**src/rtl/silc_pkg.sv**
```systemverilog
// -----------------------------------------------------------------------------
// silc_pkg
// Shared types and constants for the SILC measurement engine.
//   mode_e  : CPU-selected operating mode (STOP / FAST / SLOW / invalid)
//   err_e   : ErrorCode values presented alongside SILCReading
//   state_e : measurement FSM states
//   HIGH_THRESH / LOW_THRESH : default ADC slope thresholds
// -----------------------------------------------------------------------------
package silc_pkg;

    typedef enum logic [1:0] {
        MODE_STOP = 2'd0,
        MODE_FAST = 2'd1,
        MODE_SLOW = 2'd2,
        MODE_BAD  = 2'd3
    } mode_e;

    typedef enum logic [2:0] {
        ERR_NONE        = 3'd0,
        ERR_TIMEOUT     = 3'd1,
        ERR_OVERFLOW    = 3'd2,
        ERR_ZERO_SLOPES = 3'd3,
        ERR_BAD_MODE    = 3'd4,
        ERR_NO_DATA     = 3'd5
    } err_e;

    typedef enum logic [2:0] {
        ST_IDLE,
        ST_ARM,
        ST_WAIT_FALL,
        ST_COUNT,
        ST_DONE
    } state_e;

    // ADC >= HIGH_THRESH arms a slope; ADC < LOW_THRESH ends it.
    localparam logic [11:0] HIGH_THRESH = 12'hC00;
    localparam logic [11:0] LOW_THRESH  = 12'h100;

endpackage

```
**src/rtl/silc_if.sv**
```systemverilog
// -----------------------------------------------------------------------------
// silc_if
// CPU / ADC side bundle of the SILC engine.
//   Mode, Enable, NumDescendingSlopes, TimeoutThreshold : configuration from CPU
//   ADCReading                                          : ADC sample every clock
//   CPUReadComplete                                     : CPU consumed the result
//   SILCReading, ErrorCode, SILCValReady                : result presented to CPU
// modport master: the CPU/ADC side; modport slave: the SILC engine.
// -----------------------------------------------------------------------------
interface silc_if;

    logic [1:0]  Mode;
    logic        Enable;
    logic [11:0] ADCReading;
    logic [5:0]  NumDescendingSlopes;
    logic [11:0] TimeoutThreshold;
    logic        CPUReadComplete;
    logic [15:0] SILCReading;
    logic [2:0]  ErrorCode;
    logic        SILCValReady;

    modport master (
        output Mode, Enable, ADCReading, NumDescendingSlopes, TimeoutThreshold,
               CPUReadComplete,
        input  SILCReading, ErrorCode, SILCValReady
    );

    modport slave (
        input  Mode, Enable, ADCReading, NumDescendingSlopes, TimeoutThreshold,
               CPUReadComplete,
        output SILCReading, ErrorCode, SILCValReady
    );

endinterface

```
**src/rtl/silc_slope_timer.sv**
```systemverilog
// -----------------------------------------------------------------------------
// silc_slope_timer
// Phase counter with timeout compare.
//   Clk, Reset   : system clock, synchronous active-high reset
//   i_clear      : restart the count (asserted on every phase entry)
//   i_enable     : count this cycle (saturates at all-ones)
//   i_threshold  : timeout limit in cycles, 0 disables the timeout
//   o_count      : cycles already spent in the current phase (0 on first cycle)
//   o_timeout    : the current cycle is the i_threshold-th cycle of the phase
// -----------------------------------------------------------------------------
module silc_slope_timer (
    input  logic        Clk,
    input  logic        Reset,
    input  logic        i_clear,
    input  logic        i_enable,
    input  logic [11:0] i_threshold,
    output logic [15:0] o_count,
    output logic        o_timeout
);

    logic [15:0] r_count;

    // NOTE: sequential state is written only with non-blocking (<=) assignments
    // so every register samples the pre-edge values of its neighbours.
    always_ff @(posedge Clk) begin
        if (Reset) begin
            r_count <= '0;
        end else if (i_clear) begin
            r_count <= '0;
        end else if (i_enable && (r_count != 16'hFFFF)) begin
            r_count <= r_count + 16'd1;
        end
    end

    assign o_count   = r_count;
    // Widened compare so the +1 cannot wrap at the saturated count.
    assign o_timeout = (i_threshold != 12'd0) &&
                       (({1'b0, r_count} + 17'd1) >= {5'd0, i_threshold});

endmodule

```
**src/rtl/silc.sv**
```systemverilog
// -----------------------------------------------------------------------------
// silc
// Stress-induced leakage current measurement engine. Times successive
// descending ADC slopes in clock cycles, accumulates NumDescendingSlopes of
// them into a saturating 16-bit result and hands it to the CPU with a
// ready / read-complete handshake.
//   Clk, Reset : system clock, synchronous active-high reset
//   bus        : silc_if.slave (configuration, ADC sample, result handshake)
// -----------------------------------------------------------------------------
module silc
    import silc_pkg::*;
(
    input  logic  Clk,
    input  logic  Reset,
    silc_if.slave bus
);

    state_e      r_state, w_next_state;
    logic [15:0] r_acc;
    logic        r_ovf;
    logic [5:0]  r_slope_idx;
    logic [5:0]  r_num_slopes;
    logic [11:0] r_timeout_thr;
    logic [15:0] r_last_good;
    logic        r_have_good;
    logic [15:0] r_reading;
    err_e        r_err;
    logic        r_ready;

    mode_e       w_mode;
    logic        w_run, w_slow_run, w_measuring, w_phase_change;
    logic        w_slope_end, w_last_slope, w_timeout;
    logic [15:0] w_count, w_slope_len, w_acc_sat;
    logic [16:0] w_acc_sum;
    logic        w_ovf_next;
    logic        w_done_load, w_good_load;
    err_e        w_done_err;
    logic [15:0] w_done_value;

    assign w_mode      = mode_e'(bus.Mode);
    assign w_run       = bus.Enable && (w_mode != MODE_STOP);
    assign w_slow_run  = bus.Enable && (w_mode == MODE_SLOW);
    assign w_measuring = (r_state == ST_ARM) || (r_state == ST_WAIT_FALL) ||
                         (r_state == ST_COUNT);
    assign w_phase_change = (w_next_state != r_state);

    // The phase counter restarts on COUNT entry, so the slope length
    // (first falling sample counted as 1) is the phase count plus one.
    assign w_slope_len  = (w_count == 16'hFFFF) ? w_count : w_count + 16'd1;
    assign w_acc_sum    = {1'b0, r_acc} + {1'b0, w_slope_len};
    assign w_acc_sat    = w_acc_sum[16] ? 16'hFFFF : w_acc_sum[15:0];
    assign w_ovf_next   = r_ovf | w_acc_sum[16];
    assign w_slope_end  = (bus.ADCReading < LOW_THRESH);
    assign w_last_slope = ((r_slope_idx + 6'd1) == r_num_slopes);

    silc_slope_timer u_timer (
        .Clk         (Clk),
        .Reset       (Reset),
        .i_clear     (w_phase_change),
        .i_enable    (w_measuring),
        .i_threshold (r_timeout_thr),
        .o_count     (w_count),
        .o_timeout   (w_timeout)
    );

    // NOTE: every signal written here gets a default first, so no path through
    // the case statement can infer a latch.
    always_comb begin
        w_next_state = r_state;
        w_done_load  = 1'b0;
        w_good_load  = 1'b0;
        w_done_err   = ERR_NONE;
        w_done_value = r_last_good;
        case (r_state)
            ST_IDLE: begin
                if (bus.Enable) begin
                    case (w_mode)
                        MODE_SLOW: begin
                            if (bus.NumDescendingSlopes == 6'd0) begin
                                w_next_state = ST_DONE;
                                w_done_load  = 1'b1;
                                w_done_err   = ERR_ZERO_SLOPES;
                                w_done_value = r_reading;
                            end else begin
                                w_next_state = ST_ARM;
                            end
                        end
                        MODE_FAST: begin
                            w_next_state = ST_DONE;
                            w_done_load  = 1'b1;
                            w_done_err   = r_have_good ? ERR_NONE : ERR_NO_DATA;
                        end
                        MODE_BAD: begin
                            w_next_state = ST_DONE;
                            w_done_load  = 1'b1;
                            w_done_err   = ERR_BAD_MODE;
                            w_done_value = r_reading;
                        end
                        default: ;
                    endcase
                end
            end
            ST_ARM: begin
                if (!w_slow_run) begin
                    w_next_state = ST_IDLE;
                end else if (bus.ADCReading >= HIGH_THRESH) begin
                    w_next_state = ST_WAIT_FALL;
                end else if (w_timeout) begin
                    w_next_state = ST_DONE;
                    w_done_load  = 1'b1;
                    w_done_err   = ERR_TIMEOUT;
                end
            end
            ST_WAIT_FALL: begin
                if (!w_slow_run) begin
                    w_next_state = ST_IDLE;
                end else if (bus.ADCReading < HIGH_THRESH) begin
                    w_next_state = ST_COUNT;
                end else if (w_timeout) begin
                    w_next_state = ST_DONE;
                    w_done_load  = 1'b1;
                    w_done_err   = ERR_TIMEOUT;
                end
            end
            ST_COUNT: begin
                // Slope end is tested before timeout: a coincident end wins.
                if (!w_slow_run) begin
                    w_next_state = ST_IDLE;
                end else if (w_slope_end) begin
                    if (w_last_slope) begin
                        w_next_state = ST_DONE;
                        w_done_load  = 1'b1;
                        w_done_value = w_acc_sat;
                        w_done_err   = w_ovf_next ? ERR_OVERFLOW : ERR_NONE;
                        w_good_load  = !w_ovf_next;
                    end else begin
                        w_next_state = ST_ARM;
                    end
                end else if (w_timeout) begin
                    w_next_state = ST_DONE;
                    w_done_load  = 1'b1;
                    w_done_err   = ERR_TIMEOUT;
                end
            end
            ST_DONE: begin
                if (!w_run || (r_ready && bus.CPUReadComplete)) begin
                    w_next_state = ST_IDLE;
                end
            end
            default: w_next_state = ST_IDLE;
        endcase
    end

    always_ff @(posedge Clk) begin
        if (Reset) begin
            r_state       <= ST_IDLE;
            r_acc         <= '0;
            r_ovf         <= 1'b0;
            r_slope_idx   <= '0;
            r_num_slopes  <= '0;
            r_timeout_thr <= '0;
            r_last_good   <= '0;
            r_have_good   <= 1'b0;
            r_reading     <= '0;
            r_err         <= ERR_NONE;
            r_ready       <= 1'b0;
        end else begin
            r_state <= w_next_state;
            // Ready rises one cycle after DONE entry and drops as DONE is left.
            r_ready <= (r_state == ST_DONE) && (w_next_state == ST_DONE);
            if ((r_state == ST_IDLE) && (w_next_state == ST_ARM)) begin
                r_acc         <= '0;
                r_ovf         <= 1'b0;
                r_slope_idx   <= '0;
                r_num_slopes  <= bus.NumDescendingSlopes;
                r_timeout_thr <= bus.TimeoutThreshold;
                r_err         <= ERR_NONE;
            end
            if ((r_state == ST_COUNT) && w_slow_run && w_slope_end) begin
                r_acc       <= w_acc_sat;
                r_ovf       <= w_ovf_next;
                r_slope_idx <= r_slope_idx + 6'd1;
            end
            if (w_done_load) begin
                r_reading <= w_done_value;
                r_err     <= w_done_err;
            end
            if (w_good_load) begin
                r_last_good <= w_acc_sat;
                r_have_good <= 1'b1;
            end
        end
    end

    assign bus.SILCReading  = r_reading;
    assign bus.ErrorCode    = r_err;
    assign bus.SILCValReady = r_ready;

endmodule

```
**src/flat_wrapper.sv**
```systemverilog
// flat-port wrapper written by rule: the top's interface ports become plain ports
module silc_flat import silc_pkg::*;
  (Clk, Reset, bus_Mode, bus_Enable, bus_ADCReading, bus_NumDescendingSlopes, bus_TimeoutThreshold, bus_CPUReadComplete, bus_SILCReading, bus_ErrorCode, bus_SILCValReady);
  silc_if bus_i ();
  input  logic Clk;
  input  logic Reset;
  input wire logic [$bits(bus_i.Mode)-1:0] bus_Mode;
  input wire logic [$bits(bus_i.Enable)-1:0] bus_Enable;
  input wire logic [$bits(bus_i.ADCReading)-1:0] bus_ADCReading;
  input wire logic [$bits(bus_i.NumDescendingSlopes)-1:0] bus_NumDescendingSlopes;
  input wire logic [$bits(bus_i.TimeoutThreshold)-1:0] bus_TimeoutThreshold;
  input wire logic [$bits(bus_i.CPUReadComplete)-1:0] bus_CPUReadComplete;
  output wire logic [$bits(bus_i.SILCReading)-1:0] bus_SILCReading;
  output wire logic [$bits(bus_i.ErrorCode)-1:0] bus_ErrorCode;
  output wire logic [$bits(bus_i.SILCValReady)-1:0] bus_SILCValReady;
  assign bus_i.Mode = bus_Mode;
  assign bus_i.Enable = bus_Enable;
  assign bus_i.ADCReading = bus_ADCReading;
  assign bus_i.NumDescendingSlopes = bus_NumDescendingSlopes;
  assign bus_i.TimeoutThreshold = bus_TimeoutThreshold;
  assign bus_i.CPUReadComplete = bus_CPUReadComplete;
  assign bus_SILCReading = bus_i.SILCReading;
  assign bus_ErrorCode = bus_i.ErrorCode;
  assign bus_SILCValReady = bus_i.SILCValReady;
  silc u_core (.Clk(Clk), .Reset(Reset), .bus(bus_i));
endmodule
```
**config.mk**
```make
export PLATFORM = sky130hd
export DESIGN_NAME = silc_flat
export DESIGN_NICKNAME = d
export VERILOG_FILES = /design/src/rtl/silc_pkg.sv /design/src/rtl/silc_if.sv /design/src/rtl/silc_slope_timer.sv /design/src/rtl/silc.sv /design/src/flat_wrapper.sv
export SDC_FILE = /design/constraint.sdc
export NUM_CORES = 1
export LEC_CHECK = 0
export CORE_MARGIN = 4
export CORE_UTILIZATION = 40
export DETAILED_ROUTE_END_ITERATION = 7
export PLACE_DENSITY = 0.62
export SLEW_MARGIN = 0
export SYNTH_ARGS = -nofsm -noshare
export SYNTH_HDL_FRONTEND = slang
export SYNTH_SLANG_ARGS = --single-unit
```
**constraint.sdc**
```tcl
create_clock -name Clk -period 4.5 [get_ports Clk]
set_clock_uncertainty 0.15 [all_clocks]
set_input_delay 1.35 -clock Clk [delete_from_list [all_inputs] [get_ports Clk]]
set_output_delay 1.35 -clock Clk [all_outputs]
set_load 0.01 [all_outputs]
```
Word-level counts from Yosys, hierarchy flattened:

Cells that the tools add are included.

* bits of input ports: 36
* word-level logic and storage cells: 119
* bits in registers: 97

* bitwise gates (word level): 1
* equal/unequal tests: 15
* muxes and demuxes: 60
* add/subtract/negate cells: 4
* reductions and logical operators: 23
* order comparisons: 4

Operators with widths (count)
* 16-bit 2-to-1 mux: 9
* 16-bit case mux with 2 select lines: 2
* 3-bit 2-to-1 mux: 21
* 1-bit 2-to-1 mux: 18
* 16-bit by 1-bit adder with 17-bit output (second input constant): 1
* 16-bit by 16-bit adder with 17-bit output: 1
* 17-bit by 12-bit greater-or-equal comparator with 1-bit output: 1
* 16-bit by 1-bit adder with 16-bit output (second input constant): 1
* 16-bit equality test (second input constant): 1
* 16-bit != test (second input constant): 1
* 3-bit case mux with 5 select lines: 1
* 12-bit greater-or-equal comparator (second input constant): 1
* 12-bit < comparator (second input constant): 1
* 12-bit by 9-bit < comparator with 1-bit output (second input constant): 1
* 6-bit 2-to-1 mux: 2
* 3-bit case mux with 4 select lines: 1
* 12-bit nonzero test: 1
* 1-bit logical AND: 9
* 3-bit case mux with 3 select lines: 1
* 6-bit by 1-bit adder with 6-bit output (second input constant): 1
* 3-bit by 1-bit equality test with 1-bit output (second input constant): 2
* 3-bit by 2-bit equality test with 1-bit output (second input constant): 2
* 3-bit equality test (second input constant): 2
* 6-bit equality test: 1
* other kinds (17): 25

Logic depth before layout (Yosys ltp):

Gate-level depths: netlist of run 1.

* depth in word-level cells: 11
* gate-level depth with buffers: 18
* depth with buffers taken out: 15

Cells and area by module:

From an unflattened synthesis of run 1, not the netlist that was laid out.

* cell total of the unflattened synthesis: 764
* area total of the unflattened synthesis: 6034.5 um2

By module, submodules not included
* silc: seq. area each 1621.6 um2, cells each 610, times used 1, area an instance 4790.8 um2
* silc_slope_timer: seq. area each 320.3 um2, cells each 154, times used 1, area an instance 1243.7 um2

Least setup slack after synthesis of run 1:

Ideal clock, no wire load.

* kind: flip-flop to flip-flop
* start: register u_core.u_timer.r_count[0] (netlist: u_core.u_timer.o_count[0])
* end: register u_core.r_last_good[12]
* cell stages (with the launch flop): 19
* setup time: 70 ps
* slack: 132 ps
* arrival time: 4147 ps
* path buffers: 3
* path through: dfxtp_1 > ha_1 > nand3_2 > nor4_1 > nand3_1 > clkbuf_1 > xor2_1 > ha_1 > fa_1 > a211oi_1 > o21ai_1 > a21oi_1 > a211oi_1 > nand2b_1 > clkbuf_1 > nor3b_1 > buf_2 > nand2_1 > a21oi_1

* longest elaborated chain between the ends: 9

RTL lines
* start: declaration: line silc_slope_timer.sv:21 `logic [15:0] r_count;`
* start signal: assignment: line silc_slope_timer.sv:31 `r_count <= r_count + 16'd1;`
* 16-bit by 1-bit adder with 16-bit output / 16-bit equality test (equally long branches): line silc.sv:49 `assign w_slope_len = (w_count == 16'hFFFF) ? w_count : w_count + 16'd1;`
* 16-bit 2-to-1 mux (*): line silc.sv:49
* 16-bit by 16-bit adder with 17-bit output (*): line silc.sv:50 `assign w_acc_sum = {1'b0, r_acc} + {1'b0, w_slope_len};`
* 1-bit bitwise OR: line silc.sv:52 `assign w_ovf_next = r_ovf | w_acc_sum[16];`
* 1-bit zero test: line silc.sv:135 `w_good_load = !w_ovf_next;`
* 1-bit 2-to-1 mux: line silc.sv:130 `if (w_last_slope) begin`
* 1-bit 2-to-1 mux: line silc.sv:129 `end else if (w_slope_end) begin`
* 1-bit 2-to-1 mux: line silc.sv:127 `if (!w_slow_run) begin`
* 1-bit 2-to-1 mux: line silc.sv:74 `case (r_state)`
* end signal: assignment: line silc.sv:189 `r_last_good <= w_acc_sat;`
* end: declaration: line silc.sv:24 `logic [15:0] r_last_good;`

Every way passes the cells marked *; elsewhere a longest branch is shown, timed or not.
A chain may end at the register's enable or synchronous reset.

Worst setup path in the final report of run 1:

* start: register u_core.u_timer.r_count[1] (netlist: u_core.u_timer.o_count[1])
* end: register u_core.r_last_good[14]

Same word-level chain as after synthesis.

==> summary.txt, run 1 <==
Synthesis
  • Cell with the most instances after synthesis: dfxtp_1
  • Post-synthesis sequential area ratio: 33.2%
  • Syn Nets: 786
  • Yosys top cell area share: 33.2%
  • Yosys Warn Count: 0
  • Number of synthesized flops with an enable pin: 0
  • Synthesized flop and latch total: 97
  • Mapped cell area: 0.00585 mm^2
  • Yosys cell types: 69
  • Async SR Flop Fraction: 0%
  • Largest cells by area after synthesis: dfxtp_1, a21oi_1, ha_1
  • Area leader, netlist: dfxtp_1
  • Commonest cells in the synthesized netlist: dfxtp_1, nand2_1, a21oi_1
  • Synth Flop Type: dfxtp_1
  • Syn Inst Count: 719
  • Syn_area_per_cell: 8.13 um^2

Global route
  • First-pass GRT wire length: 24700 um
  • Global route total overflow: 0
  • Global router's overall resource usage: 18.3%
  • Largest net degree at the start of global routing: 36
  • Initial antenna violation count: 0
  • Vias in the first global route: 5077

Die
  • Core outline area: 0.0141 mm^2
  • Chip width: 129 um
  • I/O pins: 56
  • Die ar.: 0.0166 mm^2
  • Starting Density: 41.5%
  • Core Rows: 43
  • Chip height: 129 um

Clock network
  • CTS sink cnt: 97
  • CTS Buf Count: 9
  • Clk_lat worst skew: 350 ps
  • Clock root buffer: clkbuf_16
  • Clock H-tree levels: 3
  • CTS tree: built
  • Clock slew at reported path FFs: 70 ps
  • CTS max path bufs: 2

Placement
  • Placed wire-length estimate: 11100 um
  • GPL Wtd Cong: 0.876
  • PortBufs: 47

STA
  • Fmax: 241 MHz
  • Period utilization: 92.2%
  • Post-route setup TNS: 0 ps
  • Number of max-slew violations in the final report: 0
  • RSZ-0062 raised after global routing: false
  • Crit path time final: 4150 ps
  • Final setup fails: 0
  • Fin. Hold Viols: 0
  • Worst-Margin Slew: 631 ps
  • Slew HR: 56.8%

Drt
  • Drt drc: 0
  • Post-route ant nets: 0
  • Wire per inst: 15.7 um
  • Drt pass-1 iters: 5
  • Vias after detailed routing: 5305
  • Final WL: 14800 um
  • Vias/cell: 5.61
  • DRT iter0 DRCs: 429

Worst setup path
  • Reg2Reg Launch Point: u_core.u_timer.o_count[1]
  • CP Data Arrival Time: 4280 ps
  • Kind of critical path: reg2reg
  • Endpoint class of the critical path: flop
  • R2R cell count: 16
  • Critical path required time: 4630 ps
  • CP Launch Type: flop
  • Critical Path Fanout Max: 12
  • CP Launch Point: u_core.u_timer.o_count[1]

Power
  • Clock share of power: 42.7%
  • Pleak: 2.66 nW
  • Share of total power in combinational logic: 8.7%
  • Pwr Density: 263 mW/mm^2
  • Peak VDD IR: 0.233 mV
  • Sequential share of power: 48.5%
  • Switching Share: 23.7%
  • Internal: 1.38 mW
  • Switching pwr: 0.427 mW

Job
  • Max-Cap Viols: 0

Cells and area
  • Layout cell share with drive strength beyond 1: 9.15%
  • Layout area overhead: 17.4%
  • Diodes inserted: 0
  • Register area: 0.00194 mm^2
  • Final nets: 827
  • Fillcell total: 1342
  • Multi-input logic area: 0.00367 mm^2
  • Finished Core Util: 48.7%

Min path
  • HP Start: u_core.r_last_good[8]
  • Worst hold path depth: 2
  • Worst Hold Class: reg2reg

Outcome
  • Status: completed
==> area by class of cell <==
class                   instances  share of cell area (%)
well taps                     180                    3.28
clock buffers                  13                    3.65
multi-input cells             563                    53.5
inverters                      19                    1.04
clock inverters                 3                   0.583
repair buffers                 70                    9.66
flip-flops and latches         97                    28.3
==> repair_timing <==
| action | CTS | global route |
|---|---|---|
| buffers inserted | 0 | 0 |
| hold buffers | 0 | 0 |
| endpoints found under the setup margin | 0 | 25 |
| gates resized for setup | 0 | 3 |
| hold endpoints to repair | 0 | 0 |
==> flip-flops by register name, indices dropped and copies added (netlist names) <==
name / flops
u_core.r_have_good: 1
u_core.r_acc: 16
u_core.r_timeout_thr: 12
u_core.bus.SILCReading: 16
u_core.r_num_slopes: 6
u_core.u_timer.o_count: 16
u_core.bus.SILCValReady: 1
u_core.r_ovf: 1
u_core.r_state: 3
u_core.bus.ErrorCode: 3
u_core.r_last_good: 16
u_core.r_slope_idx: 6
==> critical path, stage by stage, from the launching register on <==
cell and delay, ps:
dfxtp_1 400, ha_1 250, nand3_2 100, nor4_1 280, nand3_1 220, xor2_1 200
ha_1 230, fa_1 450, a211oi_2 270, o21ai_1 140, a21oi_1 240, a211oi_1 140
nand2b_1 300, nor3b_1 250, buf_4 230, nand2b_1 70, a21oi_1 150
==> power groups by stage <==
stage / Combinational (mW) / Sequential, mW / Clock (mW)
after CTS: 0.157 / 0.874 / 0.794
final: 0.158 / 0.874 / 0.770
after detailed placement: 0.156 / 0.894 / 0
after global placement: 0.153 / 0.893 / 0
after floorplan: 0.0945 / 0.891 / 0
after global routing: 0.173 / 0.875 / 0.825
==> per-layer routing <==
metal  vias up  track usage (%)  share of wire (%)
li1       2658                -                  -
met1      2496             24.5                 47
met2       126             28.9                 45
met3        25             4.94                5.4
met4         0             5.87                2.0
met5         -                0                  0
==> per-stage QoR <==
step	hold slack, ps	worst slack, ps	cells	power, mW	instance area, um^2
2_1_floorplan	279	132	719	0.985	5850
3_3_place_gp	287	386	929	1.05	6560
3_5_place_dp	292	301	929	1.05	6560
4_1_cts	301	247	945	1.83	6850
5_1_grt	317	23.5	945	1.87	6860
6_report	297	349	945	1.80	6860
==> worst paths after layout <==
kind | to | slack, ps
max | u_core.r_last_good[14] | 350
min | u_core.r_last_good[8] | 300
max reg2reg | u_core.r_last_good[14] | 350
min reg2reg | u_core.r_last_good[8] | 300
==> logic make-up after synthesis <==
group,count (synthesis),share of synthesized area (%)
flip-flops,97,33.2
multiplexers,5,0.920
buffers and inverters,59,4.22
adder cells (fa/ha/maj),31,6.76
AND/OR/NAND/NOR,271,23.7
XOR/XNOR,46,6.89
AO/OA/AOI/OAI,210,24.3
==> cells in the final DEF (no fill, tap or decap), types with 3 or more instances in the layout <==
cell type	instances
nor3b_1	4
buf_4	21
xnor2_1	23
mux2_2	3
a211oi_1	8
xor2_1	23
a21oi_2	11
o31a_1	3
a22o_1	6
a311oi_1	7
nor2b_1	6
a21oi_1	76
inv_1	19
nand2_1	95
clkdlybuf4s50_1	46
clkbuf_16	9
a22oi_1	3
and3_1	9
o21bai_1	5
clkbuf_1	3
a31oi_1	5
ha_1	30
nor4_1	8
nor2_1	47
dfxtp_1	97
a21o_1	11
nor3_1	10
o211ai_1	7
nand3_1	34
o21a_1	4
o2bb2ai_1	11
and2_1	5
nand2b_1	30
o21ai_0	27
nor4_2	3
(Power assumes the default switching activity.)
==> inputs of run 2 (changes only) <==
CORE_MARGIN = not set   (was 4)
==> summary.txt, run 2 (synthesis results as in run 1) <==
Cells and area
  • Finished Cell Area: 0.00694 mm^2
  • Diodes inserted: 0
  • Layout area overhead: 18.7%
  • Final nets: 828
  • Commonest cells after routing, fill and taps aside: dfxtp_1, nand2_1, a21oi_1
  • Commonest non-fill, non-tap cell in the layout: dfxtp_1
  • Layout cell share with drive strength beyond 1: 9.92%

Worst setup path
  • CP Launch Type: flop
  • Endpoint class of the critical path: flop
  • CP Data Arrival Time: 4210 ps
  • Critical Path Fanout Max: 16
  • Kind of critical path: reg2reg
  • Critical path required time: 4630 ps

Drt
  • Vias after detailed routing: 5259
  • Wire per inst: 15.7 um
  • Vias/cell: 5.56
  • Final WL: 14900 um
  • Drt drc: 0
  • DRT iter0 DRCs: 416
  • Post-route ant nets: 0
  • Drt pass-1 iters: 6

Clock network
  • Clock H-tree levels: 3
  • Setup bufs post-CTS: 0
  • Clock root buffer: clkbuf_16
  • CTS sink cnt: 97
  • CTS Buf Count: 9
  • CTS max path bufs: 2
  • Clock slew at reported path FFs: 70 ps
  • Hold Buf Count CTS: 0
  • Clk_lat worst skew: 350 ps
  • CTS tree: built

STA
  • Period utilization: 90.7%
  • Slew HR: 54.0%
  • RSZ-0062 raised after global routing: false
  • Worst hold slack: 299 ps
  • Number of max-slew violations in the final report: 0
  • Fin. Hold Viols: 0
  • Crit path time final: 4080 ps
  • Final setup fails: 0
  • Worst-Margin Slew: 672 ps
  • Post-route setup TNS: 0 ps
  • Fmax: 245 MHz

Min path
  • Worst Hold Class: reg2reg

Die
  • Die ar.: 0.0151 mm^2
  • Chip height: 123 um
  • Chip width: 123 um
  • Starting Density: 41.6%
  • Core Rows: 43
  • I/O pins: 56
  • Core outline area: 0.0140 mm^2

Job
  • Max-Cap Viols: 0

Power
  • Pleak: 2.69 nW
  • Peak VDD IR: 0.182 mV
  • Pwr Density: 279 mW/mm^2

Global route
  • Global router's overall resource usage: 20.7%
  • Global route total overflow: 0
  • Largest net degree at the start of global routing: 43
  • Vias in the first global route: 4993
  • First-pass GRT wire length: 24300 um
  • Initial antenna violation count: 0

Placement
  • PortBufs: 47
  • Post-DP Area: 0.00657 mm^2
  • GPL Wtd Cong: 0.910
  • Placed wire-length estimate: 10800 um

Outcome
  • Status: completed
[run 2: worst paths after layout]
kind | start | slack, ps | end | cells after the start
hold reg to reg | u_core.r_last_good[5] | 300 | u_core.r_last_good[5] | 2
hold / removal | u_core.r_last_good[5] | 300 | u_core.r_last_good[5] | 2
setup / recovery | u_core.u_timer.o_count[0] | 420 | u_core.u_timer.o_count[1] | 14
setup reg to reg | u_core.u_timer.o_count[0] | 420 | u_core.u_timer.o_count[1] | 14
[run 2: power breakdown]
| part | switching [mW] | total (mW) | internal (mW) |
|---|---|---|---|
| Clock | 0.345 | 0.906 | 0.561 |
| Combinational | 0.0937 | 0.158 | 0.0641 |
| Sequential | 0.00821 | 0.874 | 0.866 |
| Total | 0.447 | 1.94 | 1.49 |
[run 2: critical path: stages (launching register included)]
cell and delay, ps:
dfxtp_1 340, buf_4 160, nand4_1 230, nor2_1 290, xor2_1 240, ha_1 280, a21o_1 180, a2111oi_0 640
nor2b_1 240, a221o_1 290, a211oi_4 150, a21oi_4 300, nand4b_2 180, buf_12 190, a21oi_1 130
[run 2: cell type report]
| cell class | instances | area [um^2] |
|---|---|---|
| inverters | 19 | 71.3 |
| repair buffers | 71 | 671 |
| flip-flops and latches | 97 | 1940 |
| clock buffers | 10 | 239 |
| fillers | 1372 | 7100 |
| multi-input cells | 563 | 3680 |
| well taps | 180 | 225 |
| clock inverters | 6 | 113 |
[run 2: repair_timing]
action | 4_1_cts | 5_1_grt
setup endpoints to repair | 0 | 35
hold endpoints to repair | 0 | 0
resized for setup | 0 | 5
[run 2: metrics by stage]
stage	power (mW)	setup slack, ps	std cells	util (%)
floorplan	0.985	132	719	-
global placement	1.05	356	930	46.8
detailed placement	1.05	288	930	46.8
CTS	1.96	221	946	49.3
global route	2.02	22.5	946	49.4
finish	1.94	421	946	49.4
[run 2: layer usage]
| metal | routed length (um) | part of all wire (%) | track usage (%) | up-vias |
|---|---|---|---|---|
| met4 | 270 | 1.8 | 7.01 | 0 |
| li1 | - | - | - | 2651 |
| met1 | 7060 | 48 | 26.9 | 2465 |
| met5 | 0 | 0 | 0 | - |
| met2 | 6830 | 46 | 33.6 | 126 |
| met3 | 704 | 4.7 | 4.94 | 17 |
==> inputs of run 3 (changes only) <==
HOLD_SLACK_MARGIN = 0.03   (was not set)
==> results of run 3 <==
Final layout, timing and power as in run 2 (identical DEF).
